<file path="src/rtl/ahblite_interconnect_n.sv">
// AHB-Lite address decoder and slave-response mux with a built-in default slave.
// Define AHB_DECODER_ERRLOG_EN to add a sticky log of the first unmapped address.
module ahblite_interconnect_n #(
  parameter int unsigned            PORT_NUM  = 8,
  parameter logic [15:0]            PORT_EN   = 16'h00FF,
  parameter logic [16*PORT_NUM-1:0] BASE_ADDR = {16'h4005, 16'h4004, 16'h4003, 16'h4002,
                                                 16'h4001, 16'h4000, 16'h2000, 16'h0000},
  parameter logic [16*PORT_NUM-1:0] ADDR_MASK = {PORT_NUM{16'hFFFF}}
) (
  input  logic                     HCLK,
  input  logic                     HRESET,
  input  logic [31:0]              HADDR,
  input  logic [1:0]               HTRANS,
  output logic                     HREADY,
  output logic [31:0]              HRDATA,
  output logic                     HRESP,
  output logic [PORT_NUM-1:0]      P_HSEL,
  input  logic [32*PORT_NUM-1:0]   P_HRDATA,
  input  logic [PORT_NUM-1:0]      P_HREADYOUT,
  input  logic [PORT_NUM-1:0]      P_HRESP
`ifdef AHB_DECODER_ERRLOG_EN
  ,
  input  logic                     ERR_CLR,
  output logic                     ERR_VALID,
  output logic [31:0]              ERR_ADDR
`endif
);

  typedef enum logic [1:0] {S_IDLE, S_ERR1, S_ERR2} state_t;

  state_t              r_state;
  logic                r_def_ready;
  logic                r_def_resp;
  logic [PORT_NUM:0]   r_dsel;

  logic [PORT_NUM-1:0] w_hsel;
  logic                w_found;
  logic                w_default_hit;
  logic                w_hready;
  logic                w_hresp;
  logic [31:0]         w_hrdata;
  logic                w_err_req;

  // Lowest matching index wins, keeping the select one-hot.
  always_comb begin
    w_hsel  = '0;
    w_found = 1'b0;
    for (int unsigned i = 0; i < PORT_NUM; i++) begin
      if (!w_found && PORT_EN[i] &&
          ((HADDR[31:16] & ADDR_MASK[16*i +: 16]) ==
           (BASE_ADDR[16*i +: 16] & ADDR_MASK[16*i +: 16]))) begin
        w_hsel[i] = 1'b1;
        w_found   = 1'b1;
      end
    end
  end

  assign w_default_hit = ~|w_hsel;
  assign P_HSEL        = w_hsel;

  always_comb begin
    w_hrdata = '0;
    w_hready = r_def_ready;
    w_hresp  = r_def_resp;
    for (int unsigned i = 0; i < PORT_NUM; i++) begin
      if (r_dsel[i]) begin
        w_hrdata = P_HRDATA[32*i +: 32];
        w_hready = P_HREADYOUT[i];
        w_hresp  = P_HRESP[i];
      end
    end
  end

  assign HREADY = w_hready;
  assign HRESP  = w_hresp;
  assign HRDATA = w_hrdata;

  assign w_err_req = w_hready & w_default_hit & HTRANS[1];

  always_ff @(posedge HCLK or posedge HRESET) begin
    if (HRESET) begin
      r_dsel <= {1'b1, {PORT_NUM{1'b0}}};
    end else if (w_hready) begin
      r_dsel <= {w_default_hit, w_hsel};
    end
  end

  always_ff @(posedge HCLK or posedge HRESET) begin
    if (HRESET) begin
      r_state     <= S_IDLE;
      r_def_ready <= 1'b1;
      r_def_resp  <= 1'b0;
    end else begin
      case (r_state)
        S_IDLE: begin
          if (w_err_req) begin
            r_state     <= S_ERR1;
            r_def_ready <= 1'b0;
            r_def_resp  <= 1'b1;
          end
        end
        S_ERR1: begin
          r_state     <= S_ERR2;
          r_def_ready <= 1'b1;
          r_def_resp  <= 1'b1;
        end
        S_ERR2: begin
          if (w_err_req) begin
            r_state     <= S_ERR1;
            r_def_ready <= 1'b0;
            r_def_resp  <= 1'b1;
          end else begin
            r_state     <= S_IDLE;
            r_def_ready <= 1'b1;
            r_def_resp  <= 1'b0;
          end
        end
        default: begin
          r_state     <= S_IDLE;
          r_def_ready <= 1'b1;
          r_def_resp  <= 1'b0;
        end
      endcase
    end
  end

`ifdef AHB_DECODER_ERRLOG_EN
  logic        r_err_valid;
  logic [31:0] r_err_addr;

  // A new error overrides a same-cycle clear; otherwise the first logged address is kept.
  always_ff @(posedge HCLK or posedge HRESET) begin
    if (HRESET) begin
      r_err_valid <= 1'b0;
      r_err_addr  <= '0;
    end else if (w_err_req && (r_state != S_ERR1)) begin
      if (!r_err_valid || ERR_CLR) begin
        r_err_addr <= HADDR;
      end
      r_err_valid <= 1'b1;
    end else if (ERR_CLR) begin
      r_err_valid <= 1'b0;
    end
  end

  assign ERR_VALID = r_err_valid;
  assign ERR_ADDR  = r_err_addr;

  logic w_unused_trans;
  assign w_unused_trans = HTRANS[0];
`else
  // Low address bits and HTRANS[0] play no part in decode.
  logic w_unused_bits;
  assign w_unused_bits = ^{HADDR[15:0], HTRANS[0]};
`endif

endmodule

</file>
<file path="config.mk">
export PLATFORM = sky130hd
export DESIGN_NAME = ahblite_interconnect_n
export DESIGN_NICKNAME = d
export VERILOG_FILES = /design/src/rtl/ahblite_interconnect_n.sv
export SDC_FILE = /design/constraint.sdc
export NUM_CORES = 1
export LEC_CHECK = 0
export ABC_AREA = 1
export BUFFER_PORTS_ARGS = -buffer_cell sky130_fd_sc_hd__buf_2
export CAP_MARGIN = 20
export CORE_AREA = 2 2 137 139
export CTS_CLUSTER_DIAMETER = 100
export DETAILED_ROUTE_END_ITERATION = 10
export DIE_AREA = 0 0 139 141
export GPL_ROUTABILITY_DRIVEN = 0
export PLACE_DENSITY = 0.49
export SYNTH_ARGS = -nofsm -noshare
export SYNTH_HDL_FRONTEND = slang
export SYNTH_SLANG_ARGS = --single-unit
</file>
<file path="constraint.sdc">
create_clock -name HCLK -period 3.51 [get_ports HCLK]
set_input_delay 0.8775 -clock HCLK [delete_from_list [all_inputs] [get_ports HCLK]]
set_output_delay 0.8775 -clock HCLK [all_outputs]
set_load 0.01 [all_outputs]
</file>
Word-level counts from Yosys, hierarchy flattened
Index checks and enable logic that the tools add are counted.
{"block": "word_totals", "ram_bits": 0, "latchBits": 0, "word_cells": 81, "reg_bits": 12, "memories": 0, "romBits": 0, "input_bits": 308}
{"block": "classes", "n_reduce_logical": 18, "bitwise_logic": 2, "n_eq_ne": 10, "n_shift": 0, "mux": 47, "addsub": 0, "div_mod_pow": 0, "magnitude_cmp": 0, "multipliers": 0}
{"cell": "32-bit 2-to-1 mux", "count": 8}
{"cell": "16-bit by 15-bit == test with 1-bit output (second input constant)", "count": 6}
{"cell": "1-bit 2-to-1 mux", "count": 35}
{"cell": "16-bit by 14-bit == test with 1-bit output (second input constant)", "count": 1}
{"cell": "16-bit zero test", "count": 1}
{"cell": "1-bit zero test", "count": 8}
{"cell": "8-bit OR reduction", "count": 1}
{"cell": "1-bit logical AND", "count": 7}
{"cell": "2-bit case mux with 3 select lines", "count": 1}
{"cell": "1-bit case mux with 3 select lines", "count": 1}
{"cell": "1-bit AND", "count": 2}
{"cell": "2-bit by 1-bit == test with 1-bit output (second input constant)", "count": 1}
{"cell": "2-bit == test (second input constant)", "count": 1}
{"cell": "2-bit zero test", "count": 1}
{"cell": "2-bit 2-to-1 mux", "count": 1}
{"cell": "2-bit != test (second input constant)", "count": 1}
{"cell": "1-bit case mux with 2 select lines", "count": 1}

Depth between registers and ports, before layout
Gate-level depths: netlist (run 1).
{"block": "depth", "word_depth": 29, "ltp_mapped": 13}

Worst setup path after synthesis (run 1)
Ideal clock, no wire load.
{"block": "synth_path", "path_type": "input-to-output", "startpoint": "input port HADDR[27]", "endpoint": "output port P_HSEL[2]", "stages": 7, "required_ns": 2.633, "arrival_ns": 1.753, "slack_ns": 0.879, "cell_sequence": "nor2_1 -> nand2_1 -> nor2_2 -> inv_2 -> nor2_2 -> inv_2 -> nor3_1"}
{"block": "synth_via", "elab_chain_len": 8}
{"element": "from (decl)", "line_no": "12", "source": "input logic [31:0] HADDR,"}
{"element": "16-bit zero test", "line_no": "50", "source": "((HADDR[31:16] & ADDR_MASK[16*i +: 16]) =="}
{"element": "1-bit 2-to-1 mux", "line_no": "49", "source": "if (!w_found && PORT_EN[i] &&"}
{"element": "1-bit zero test", "line_no": "49"}
{"element": "1-bit logical AND", "line_no": "49"}
{"element": "1-bit 2-to-1 mux", "line_no": "49"}
{"element": "1-bit zero test", "line_no": "49"}
{"element": "1-bit logical AND *", "line_no": "49"}
{"element": "1-bit 2-to-1 mux *", "line_no": "49"}
{"element": "to (decl)", "line_no": "17", "source": "output logic [PORT_NUM-1:0] P_HSEL,"}
Every way passes the cells marked *; elsewhere a longest branch is shown, timed or not.

Worst setup path after layout (run 1)
{"block": "layout_path", "startpoint": "register r_dsel[0]", "endpoint": "output port HRDATA[31]"}
{"block": "layout_via", "elab_chain_len": 8}
{"element": "from (decl)", "line_no": "34", "source": "logic [PORT_NUM:0] r_dsel;"}
{"element": "from (signal assigned)", "line_no": "82", "source": "r_dsel <= {1'b1, {PORT_NUM{1'b0}}};"}
{"element": "32-bit 2-to-1 mux (8 in series)", "line_no": "66", "source": "if (r_dsel[i]) begin"}
{"element": "to (decl)", "line_no": "15", "source": "output logic [31:0] HRDATA,"}
No other way between the ends.

==> qor.json, run 1 <==
{
  "multiInputGateArea": {"value": 0.002516, "unit": "mm^2"},
  "layout.area.seq": {"value": 307.8, "unit": "um^2"},
  "timing.critical_path.fanout_max": {"value": 21},
  "vias_per_cell": {"value": 4.461},
  "antenna_found_initial": {"value": 1},
  "report.final.hold_viol_count": {"value": 0},
  "worst_path_largest_cell_delay": {"value": 0.38, "unit": "ns"},
  "setup_viol_count_final": {"value": 0},
  "mappedNetlistArea": {"value": 0.003128, "unit": "mm^2"},
  "critical_path.endpoint_type": {"value": "output port"},
  "clock-root-buffer": {"value": "sky130_fd_sc_hd__clkbuf_16"},
  "netlist_instances": {"value": 636},
  "clk_latency": {"value": 0.23, "unit": "ns"},
  "crit_path_start_kind": {"value": "flop"},
  "netlist.top_cell.by_area": {"value": "sky130_fd_sc_hd__nand2_1"},
  "route.detailed.drc": {"value": 0},
  "worstPathRequired": {"value": 2.63, "unit": "ns"},
  "postSynthRegisterBits": {"value": 12},
  "cts_buffers": {"value": 3},
  "synthToLayoutAreaGrowth": {"value": 63.36, "unit": "%"},
  "synth-edff-count": {"value": 0},
  "drt_first_iter_violations": {"value": 245},
  "holdBufCountCts": {"value": 0},
  "sum_neg_setup_slack": {"value": 0, "unit": "ns"},
  "grt_overflow_total": {"value": 0},
  "postCtsSetupRepairBufs": {"value": 0},
  "clock_sinks": {"value": 12},
  "dp_hpwl": {"value": 13600, "unit": "um"},
  "die-area": {"value": 0.01960, "unit": "mm^2"},
  "cts_buffer_depth": {"value": 2},
  "synth_area_leaders": {"value": "sky130_fd_sc_hd__nand2_1 26%, sky130_fd_sc_hd__nor2_1 11%, sky130_fd_sc_hd__a21oi_1 11%"},
  "avg_inst_size_synth": {"value": 4.918, "unit": "um^2"},
  "htree_levels": {"value": 1},
  "wl": {"value": 17440, "unit": "um"},
  "layout.filler_cells": {"value": 2133},
  "timing.hold.worst.class": {"value": "flop to flop"},
  "crit_arrival": {"value": 2.22, "unit": "ns"},
  "via_count_of_the_first_global_routing_pass": {"value": 4986},
  "core_area": {"value": 0.01827, "unit": "mm^2"},
  "start_util": {"value": 17.12, "unit": "%"},
  "grt.total_usage": {"value": 16.76, "unit": "%"},
  "status": {"value": "completed"},
  "grt_setup_unrepaired": {"value": "false"},
  "ys_seq_area_share": {"value": 9.640, "unit": "%"},
  "timing.fmax": {"value": 322.7, "unit": "MHz"},
  "ant_nets": {"value": 0},
  "chipWidth": {"value": 139, "unit": "um"},
  "grt_max_degree": {"value": 44},
  "first_pass_grt_wire_length": {"value": 26630, "unit": "um"},
  "n_antenna_cell": {"value": 0},
  "detailedRoute.firstPassIterationCount": {"value": 5},
  "period_needed": {"value": 3.099, "unit": "ns"},
  "max_rail_drop_vdd": {"value": 145.3, "unit": "uV"},
  "via_count": {"value": 5210},
  "relSlewSlack": {"value": 59.01, "unit": "%"},
  "total_power": {"value": 0.7019, "unit": "mW"},
  "postCtsResizedCells": {"value": 0},
  "netlist-cell-type-count": {"value": 30},
  "pin_count": {"value": 350},
  "critPathSlowestCell": {"value": "sky130_fd_sc_hd__dfrtp_1"},
  "ys_dominant_reg_cell": {"value": "sky130_fd_sc_hd__dfrtp_1"},
  "post_route_cells_drive_above_1_share": {"value": 41.01, "unit": "%"},
  "yosysWarningCount": {"value": 0},
  "place.port_buffers": {"value": 332},
  "synth-async-reset-ratio": {"value": 100.0, "unit": "%"},
  "cp_cell_sequence": {"value": "inv_2, nor2_4, buf_12, nand2_1, nand2_1, o21ai_1, o211ai_1, a21oi_1, o21ai_1, buf_2"},
  "finalCritPeriodShare": {"value": 88.28, "unit": "%"},
  "finClkSkew": {"value": 0.0009689, "unit": "ns"},
  "tritoncts": {"value": "built"},
  "path_clk_slew": {"value": 0.04, "unit": "ns"},
  "maxSlewViolCount": {"value": 0},
  "critical_path_class": {"value": "flop to output port"},
  "leakagePower": {"value": 2.805, "unit": "nW"},
  "yosys.area.top_type_share": {"value": 26.28, "unit": "%"},
  "final_nets": {"value": 1243},
  "max_cap_violations": {"value": 0},
  "reg2reg_slack": {"value": 1.55, "unit": "ns"},
  "routed_wire_length_per_instance": {"value": 14.93, "unit": "um"},
  "die-height": {"value": 141, "unit": "um"},
  "placement_rows": {"value": 50},
  "synthesis.nets": {"value": 944},
  "worst-slew-pin-transition": {"value": 0.6139, "unit": "ns"},
  "power_density": {"value": 137.4, "unit": "mW/mm^2"}
}
## synth_stat cells, types with 2 or more instances
| cell | instances |
|---|---|
| sky130_fd_sc_hd__a21oi_1 | 67 |
| sky130_fd_sc_hd__buf_2 | 8 |
| sky130_fd_sc_hd__buf_4 | 5 |
| sky130_fd_sc_hd__clkbuf_1 | 36 |
| sky130_fd_sc_hd__dfrtp_1 | 11 |
| sky130_fd_sc_hd__inv_1 | 9 |
| sky130_fd_sc_hd__inv_2 | 12 |
| sky130_fd_sc_hd__nand2_1 | 219 |
| sky130_fd_sc_hd__nand2_2 | 2 |
| sky130_fd_sc_hd__nand3_1 | 12 |
| sky130_fd_sc_hd__nand4_1 | 4 |
| sky130_fd_sc_hd__nor2_1 | 92 |
| sky130_fd_sc_hd__nor2_2 | 4 |
| sky130_fd_sc_hd__nor3_1 | 2 |
| sky130_fd_sc_hd__o211ai_1 | 33 |
| sky130_fd_sc_hd__o21ai_0 | 34 |
| sky130_fd_sc_hd__o21ai_1 | 67 |
| sky130_fd_sc_hd__o21ai_2 | 7 |
## per-layer routing
layer,part of all wire (%),vias to the layer above,GRT usage (%)
li1,-,2710,-
met1,43,2269,22.17
met2,49,223,30.26
met3,7.5,6,2.514
met4,0.21,2,1.010
met5,0.075,-,0
## logic make-up after synthesis
group,after synthesis,share of synthesized area [%]
flip-flops,12,9.640
AO/OA/AOI/OAI,209,37.00
AND/OR/NAND/NOR,342,43.44
buffers and inverters,73,9.920
## registers in the layout, summed over array words and instances, names as in the netlist
name         flops
r_def_ready      1
r_def_resp       1
r_dsel           8
r_state          2
## power breakdown
group	internal [mW]	total, mW	switching (mW)	leakage, nW
registers	0.162	0.173	0.0109	0.151
clock network	0.171	0.223	0.0515	0.0442
logic	0.156	0.306	0.150	2.61
total	0.489	0.702	0.213	2.80
## path summary, 6_finish.rpt
check | startpoint | endpoint | depth (start not counted)
worst min-delay path | r_state[1] | r_state[1] | 1
max in group asynchronous | HRESET | r_def_ready | 2
worst min register to register | r_state[1] | r_state[1] | 1
min in group asynchronous | HRESET | r_state[0] | 2
worst max-delay path | r_dsel[0] | HRDATA[31] | 10
worst max register to register | r_dsel[1] | r_def_resp | 12
## per-stage QoR
stage	area [um^2]	setup WS, ns	hold slack (ns)	cells	utilization [%]
CTS	5110	0.3454	0.4528	1168	27.97
global route	5110	0.2294	0.4805	1168	27.97
detailed placement	5021	0.5921	0.4488	1164	27.49
global placement	5021	0.5362	0.4347	1164	27.49
floorplan	3128	0.8793	0.4167	636	-
finish	5110	0.4114	0.4536	1168	27.97
## cell usage in the layout, fill, tap and decap left out, types with 2 or more instances in the layout
| cell type | n |
|---|---|
| sky130_fd_sc_hd__a21oi_1 | 67 |
| sky130_fd_sc_hd__buf_12 | 5 |
| sky130_fd_sc_hd__buf_2 | 332 |
| sky130_fd_sc_hd__buf_4 | 8 |
| sky130_fd_sc_hd__clkbuf_16 | 3 |
| sky130_fd_sc_hd__dfrtp_1 | 6 |
| sky130_fd_sc_hd__dfrtp_2 | 5 |
| sky130_fd_sc_hd__inv_1 | 9 |
| sky130_fd_sc_hd__inv_2 | 12 |
| sky130_fd_sc_hd__nand2_1 | 219 |
| sky130_fd_sc_hd__nand2_2 | 2 |
| sky130_fd_sc_hd__nand3_1 | 12 |
| sky130_fd_sc_hd__nand4_1 | 4 |
| sky130_fd_sc_hd__nor2_1 | 92 |
| sky130_fd_sc_hd__nor2_2 | 4 |
| sky130_fd_sc_hd__nor3_1 | 2 |
| sky130_fd_sc_hd__o211ai_1 | 33 |
| sky130_fd_sc_hd__o21ai_0 | 34 |
| sky130_fd_sc_hd__o21ai_1 | 67 |
| sky130_fd_sc_hd__o21ai_2 | 7 |
## area by class of cell
type                    count  area share, %
well taps                 234          5.730
repair buffers            345          35.65
clock buffers               4          1.738
inverters                  22          1.616
flip-flops and latches     12          6.024
multi-input cells         551          49.24
## worst max-delay path, delay by kind of cell (launching register included)
| kind | cells | cell delay (ns) |
|---|---|---|
| AO/OA/AOI/OAI | 4 | 0.69 |
| flip-flops | 1 | 0.38 |
| buffers and inverters | 3 | 0.47 |
| AND/OR/NAND/NOR | 3 | 0.45 |
Power figures use the tool's default switching activity.
==> run 2: changes to the inputs <==
- MAX_ROUTING_LAYER: unset -> met4
==> run 2 against run 1 <==
Net effect: die area is the same; register-to-register slack hardly changed; non-clock buffer count did not move; critical path type unchanged; sequential cell count stayed put; combinational power about the same; routed wire length is 0.32% higher; largest power group unchanged; clock-buffer cell count stayed put; critical path depth is the same; setup slack better by 0.015 ns; final cell count is essentially flat; clock skew about the same; via count rose by 0.60%.
==> qor.json, run 2 (same netlist as run 1, synthesis figures left out) <==
{
  "status": {"value": "completed"},
  "sum_neg_setup_slack": {"value": 0, "unit": "ns"},
  "htree_levels": {"value": 1},
  "cts_buffer_depth": {"value": 2},
  "postPlaceCellArea": {"value": 0.005021, "unit": "mm^2"},
  "placement_rows": {"value": 50},
  "power_density": {"value": 137.4, "unit": "mW/mm^2"},
  "ant_nets": {"value": 0},
  "start_util": {"value": 17.12, "unit": "%"},
  "vias_per_cell": {"value": 4.483},
  "largest_reg_flops": {"value": 8},
  "drt_first_iter_violations": {"value": 268},
  "commonest_non_fill_non_tap_cell_in_the_layout": {"value": "sky130_fd_sc_hd__buf_2"},
  "detailedRoute.firstPassIterationCount": {"value": 5},
  "total_power": {"value": 0.7024, "unit": "mW"},
  "finClkSkew": {"value": 0.0008471, "unit": "ns"},
  "timing.hold.worst.class": {"value": "flop to flop"},
  "clk_latency": {"value": 0.23, "unit": "ns"},
  "max_rail_drop_vdd": {"value": 145.6, "unit": "uV"},
  "final_nets": {"value": 1243},
  "holdBufCountCts": {"value": 0},
  "grt_max_degree": {"value": 44},
  "path_clk_slew": {"value": 0.04, "unit": "ns"},
  "critical_path_class": {"value": "flop to output port"},
  "pin_count": {"value": 350},
  "period_needed": {"value": 3.084, "unit": "ns"},
  "timing.fmax": {"value": 324.3, "unit": "MHz"},
  "dp_hpwl": {"value": 13600, "unit": "um"},
  "report.final.hold_viol_count": {"value": 0},
  "critical_path.endpoint_type": {"value": "output port"},
  "setup_viol_count_final": {"value": 0},
  "chipWidth": {"value": 139, "unit": "um"},
  "postCtsSetupRepairBufs": {"value": 0},
  "cts_buffers": {"value": 3},
  "final_cell_mix": {"value": "332 x sky130_fd_sc_hd__buf_2, 219 x sky130_fd_sc_hd__nand2_1, 92 x sky130_fd_sc_hd__nor2_1"},
  "crit_path_start_kind": {"value": "flop"},
  "synthToLayoutAreaGrowth": {"value": 63.44, "unit": "%"},
  "crit_arrival": {"value": 2.21, "unit": "ns"},
  "grt_overflow_total": {"value": 0},
  "leakagePower": {"value": 2.805, "unit": "nW"},
  "grt_setup_unrepaired": {"value": "false"},
  "postCtsResizedCells": {"value": 0},
  "via_count": {"value": 5241},
  "routed_wire_length_per_instance": {"value": 14.96, "unit": "um"},
  "die-height": {"value": 141, "unit": "um"},
  "maxSlewViolCount": {"value": 0},
  "route.detailed.drc": {"value": 0},
  "top_usage_layer": {"value": "met2"},
  "final_cell_area": {"value": 0.005112, "unit": "mm^2"},
  "critPathSlowestCell": {"value": "sky130_fd_sc_hd__dfrtp_1"},
  "layout.filler_cells": {"value": 2132},
  "max_cap_violations": {"value": 0},
  "clock_sinks": {"value": 12},
  "first_pass_grt_wire_length": {"value": 26650, "unit": "um"},
  "clock-root-buffer": {"value": "sky130_fd_sc_hd__clkbuf_16"},
  "use_met3": {"value": 2.174, "unit": "%"},
  "wl": {"value": 17490, "unit": "um"},
  "via_count_of_the_first_global_routing_pass": {"value": 4980},
  "worst-slew-pin-transition": {"value": 0.6225, "unit": "ns"},
  "layout_top_registers": {"value": "r_dsel x8, r_state x2"},
  "relSlewSlack": {"value": 58.44, "unit": "%"},
  "grt_use_met1": {"value": 22.41, "unit": "%"},
  "tritoncts": {"value": "built"},
  "cp_cell_sequence": {"value": "inv_2, nor2_4, buf_12, nand2_1, nand2_1, o21ai_1, o211ai_1, a21oi_1, o21ai_1, buf_2"},
  "place.port_buffers": {"value": 332},
  "antenna_found_initial": {"value": 1},
  "grt.total_usage": {"value": 17.27, "unit": "%"},
  "worstPathRequired": {"value": 2.63, "unit": "ns"},
  "die-area": {"value": 0.01960, "unit": "mm^2"},
  "post_route_cells_drive_above_1_share": {"value": 41.01, "unit": "%"},
  "gr-usage-met2": {"value": 30.26, "unit": "%"},
  "timing.critical_path.fanout_max": {"value": 21},
  "core_area": {"value": 0.01827, "unit": "mm^2"},
  "finalCritPeriodShare": {"value": 87.86, "unit": "%"},
  "top_register": {"value": "r_dsel"},
  "worst_path_largest_cell_delay": {"value": 0.38, "unit": "ns"},
  "reg2reg_slack": {"value": 1.54, "unit": "ns"}
}
[run 2: cell count changes in the layout (fill, tap and decap cells not counted)]
cell                      delta
sky130_fd_sc_hd__diode_2     +1
[run 2: worst paths after layout]
check / startpoint / cells past startpoint / to
max: r_dsel[0] / 10 / HRDATA[31]
min: r_state[1] / 1 / r_state[1]
max reg2reg: r_dsel[1] / 12 / r_def_resp
min reg2reg: r_state[1] / 1 / r_state[1]
max in group asynchronous: HRESET / 2 / r_def_ready
min in group asynchronous: HRESET / 2 / r_state[0]
[run 2: power breakdown]
| part | total (mW) | leakage (nW) | switching [mW] | internal (mW) |
|---|---|---|---|---|
| Clock | 0.223 | 0.0442 | 0.0518 | 0.171 |
| Sequential | 0.173 | 0.151 | 0.0109 | 0.162 |
| Combinational | 0.307 | 2.61 | 0.150 | 0.156 |
| Total | 0.702 | 2.80 | 0.213 | 0.489 |
[run 2: per-layer routing]
metal	vias up	part of all wire, %
met4	0	0.19
li1	2712	-
met2	224	49
met5	-	0
met1	2301	44
met3	4	6.5
[run 2: worst max-delay path: cells and delay by family, from the launching register on]
| kind | cells | cell delay (ns) |
|---|---|---|
| AO/OA/AOI/OAI | 4 | 0.66 |
| buffers and inverters | 3 | 0.47 |
| AND/OR/NAND/NOR | 3 | 0.44 |
| flip-flops | 1 | 0.38 |
[run 2: final cells by class]
class | count | area, um^2 | area share [%]
multi-input cells | 551 | 2516 | 49.22
repair buffers | 345 | 1822 | 35.63
flip-flops and latches | 12 | 307.8 | 6.021
well taps | 234 | 292.8 | 5.727
clock buffers | 4 | 88.84 | 1.738
inverters | 22 | 82.58 | 1.615
diodes | 1 | 2.502 | 0.04895
[run 2: per-stage QoR]
| stage | setup WS [ns] | hold slack, ns | util (%) | cells |
|---|---|---|---|---|
| after global placement | 0.5362 | 0.4347 | 27.49 | 1164 |
| after CTS | 0.3454 | 0.4528 | 27.97 | 1168 |
| after detailed placement | 0.5921 | 0.4488 | 27.49 | 1164 |
| after global routing | 0.2294 | 0.4805 | 27.99 | 1169 |
| final | 0.4261 | 0.4536 | 27.99 | 1169 |
| after floorplan | 0.8793 | 0.4167 | - | 636 |
==> run 3: changes to the inputs <==
- CORE_AREA: 2 2 137 139 -> 2 2 135 137
- CTS_BUF_LIST: unset -> sky130_fd_sc_hd__clkbuf_8
- DIE_AREA: 0 0 139 141 -> 0 0 137 139
- PLACE_DENSITY: 0.49 -> 0.5
==> run 3 against run 2 <==
Net effect: fmax hardly changed; sequential share of layout area hardly changed; critical path depth stayed put; worst hold slack worse by 0.0054 ns; combinational power is 1% lower; clock skew is 0.0074 ns higher; non-clock buffer count is 2 lower; first-iteration DRC count is 1.9% lower; sequential power hardly changed; cell area is 1.6% lower.
==> qor.json, run 3 (same netlist as run 1, synthesis figures left out) <==
{
  "critical_path.endpoint_type": {"value": "output port"},
  "grt_setup_unrepaired": {"value": "false"},
  "largest_reg_flops": {"value": 8},
  "antenna_found_initial": {"value": 0},
  "crit_arrival": {"value": 2.21, "unit": "ns"},
  "finClkSkew": {"value": 0.008273, "unit": "ns"},
  "via_count_of_the_first_global_routing_pass": {"value": 4925},
  "critical_path_class": {"value": "flop to output port"},
  "tritoncts": {"value": "built"},
  "route.detailed.drc": {"value": 0},
  "buf_inv_stages_crit_path": {"value": 3},
  "clk_latency": {"value": 0.24, "unit": "ns"},
  "finalCritPeriodShare": {"value": 87.90, "unit": "%"},
  "r2r-end": {"value": "r_def_resp"},
  "timing.hold.worst.class": {"value": "flop to flop"},
  "clock-root-buffer": {"value": "sky130_fd_sc_hd__clkbuf_8"},
  "drt_first_iter_violations": {"value": 263},
  "grt.total_usage": {"value": 17.39, "unit": "%"},
  "critPathSlowestCell": {"value": "sky130_fd_sc_hd__nor2_4"},
  "timing.hold.worst_endpoint": {"value": "r_state[1]"},
  "pin_count": {"value": 350},
  "grt_overflow_total": {"value": 0},
  "cp_cell_sequence": {"value": "inv_2, nor2_4, buf_12, nand2_1, nand2_1, o21ai_1, o211ai_1, a21oi_1, o21ai_1, buf_2"},
  "final_cell_mix": {"value": "332 x sky130_fd_sc_hd__buf_2, 219 x sky130_fd_sc_hd__nand2_1, 92 x sky130_fd_sc_hd__nor2_1"},
  "status": {"value": "completed"},
  "htree_levels": {"value": 1},
  "die-area": {"value": 0.01904, "unit": "mm^2"},
  "top_register": {"value": "r_dsel"},
  "final_nets": {"value": 1241},
  "synthToLayoutAreaGrowth": {"value": 60.76, "unit": "%"},
  "reg2reg_slack": {"value": 1.47, "unit": "ns"},
  "commonest_non_fill_non_tap_cell_in_the_layout": {"value": "sky130_fd_sc_hd__buf_2"},
  "ant_nets": {"value": 0},
  "post_route_cells_drive_above_1_share": {"value": 40.45, "unit": "%"},
  "critPathTopFamily": {"value": "compound AO/OA/AOI/OAI gates"},
  "grt_max_degree": {"value": 63},
  "stdcell_count": {"value": 1161},
  "core_area": {"value": 0.01766, "unit": "mm^2"},
  "worst_slack_after_detailed_placement": {"value": 0.6051, "unit": "ns"},
  "die-height": {"value": 139, "unit": "um"},
  "place.port_buffers": {"value": 332},
  "first_pass_grt_wire_length": {"value": 25680, "unit": "um"},
  "layout.filler_cells": {"value": 2074},
  "worst-r2r-cell-count": {"value": 12},
  "period_needed": {"value": 3.085, "unit": "ns"},
  "postCtsResizedCells": {"value": 0},
  "postCtsSetupRepairBufs": {"value": 0},
  "dpl_cells": {"value": 1157},
  "routed_wire_length_per_instance": {"value": 14.83, "unit": "um"},
  "maxSlewViolCount": {"value": 0},
  "power_density": {"value": 118.9, "unit": "mW/mm^2"},
  "report.final.hold_viol_count": {"value": 0},
  "clock_sinks": {"value": 12},
  "path_clk_slew": {"value": 0.05, "unit": "ns"},
  "layout_top_registers": {"value": "r_dsel x8, r_state x2"},
  "crit_path_start_kind": {"value": "flop"},
  "sum_neg_setup_slack": {"value": 0, "unit": "ns"},
  "leakagePower": {"value": 2.780, "unit": "nW"},
  "dp_hpwl": {"value": 13160, "unit": "um"},
  "cts_buffer_depth": {"value": 2},
  "setup_viol_count_final": {"value": 0},
  "chipWidth": {"value": 137, "unit": "um"},
  "origin_of_the_critical_flop_to_flop_path": {"value": "r_dsel[1]"},
  "worstPathRequired": {"value": 2.63, "unit": "ns"},
  "worst_path_largest_cell_delay": {"value": 0.40, "unit": "ns"},
  "cts_buffers": {"value": 3},
  "relSlewSlack": {"value": 56.20, "unit": "%"},
  "detailedRoute.firstPassIterationCount": {"value": 5},
  "max_rail_drop_vdd": {"value": 208.5, "unit": "uV"},
  "max_cap_violations": {"value": 0},
  "n_antenna_cell": {"value": 0},
  "wl": {"value": 17220, "unit": "um"},
  "vias_per_cell": {"value": 4.476},
  "holdBufCountCts": {"value": 0},
  "via_count": {"value": 5197},
  "start_util": {"value": 17.72, "unit": "%"},
  "timing.critical_path.fanout_max": {"value": 19},
  "timing.hold.worst_path_depth": {"value": 1},
  "worst_hold_startpoint": {"value": "r_state[1]"},
  "timing.fmax": {"value": 324.1, "unit": "MHz"},
  "placement_rows": {"value": 49},
  "layout_setup_ws": {"value": 0.4247, "unit": "ns"},
  "worst-slew-pin-transition": {"value": 0.6560, "unit": "ns"}
}
==> run 3: cell types whose count changed in the layout (fill, tap and decap cells not counted), moves of 2 or more <==
cell	delta
sky130_fd_sc_hd__dfrtp_1	+3
sky130_fd_sc_hd__clkbuf_16	-3
sky130_fd_sc_hd__dfrtp_2	-3
sky130_fd_sc_hd__clkbuf_8	+2
==> run 3: power by group <==
group	internal (mW)	switching (mW)
clock network	0.0766	0.0451
registers	0.162	0.0112
logic	0.156	0.147
total	0.394	0.204
==> run 3: layout make-up <==
type	instances	area, um^2	share of cell area, %
multi-input combinational	551	2516	50.04
sequential	12	304.0	6.046
clock inverter	1	3.754	0.07465
inverter	22	82.58	1.642
clock buffer	3	41.29	0.8211
timing repair buffer	343	1794	35.68
tap	229	286.5	5.698
==> run 3: worst max-delay path by stage <==
stage               from         end  slack, ns  cells after the start
2_1_floorplan  HADDR[27]   P_HSEL[2]       0.88                      7
3_5_place_dp   HADDR[27]   P_HSEL[2]       0.61                      9
3_3_place_gp   HADDR[27]   P_HSEL[2]       0.56                      9
4_1_cts        r_dsel[0]  HRDATA[20]       0.42                     10
6_report       r_dsel[0]  HRDATA[20]       0.42                     10
5_1_grt        r_dsel[0]  HRDATA[26]       0.24                     10
==> run 3: stage by stage <==
| step | utilization (%) | total power, mW | hold slack, ns | cell area [um^2] |
|---|---|---|---|---|
| 2_1_floorplan | - | 0.2972 | 0.4167 | 3128 |
| 3_3_place_gp | 28.22 | 0.4767 | 0.4425 | 4984 |
| 3_5_place_dp | 28.22 | 0.4801 | 0.4423 | 4984 |
| 4_1_cts | 28.48 | 0.6047 | 0.4485 | 5029 |
| 5_1_grt | 28.48 | 0.6521 | 0.4551 | 5029 |
| 6_report | 28.48 | 0.5978 | 0.4482 | 5029 |
==> run 3: layer usage <==
metal | GRT usage, % | part of all wire [%] | vias to the layer above
met5 | - | 0 | -
met4 | 2.604 | 0.85 | 0
met3 | 1.974 | 8.6 | 12
met2 | 30.22 | 49 | 240
li1 | - | - | 2709
met1 | 21.90 | 42 | 2236
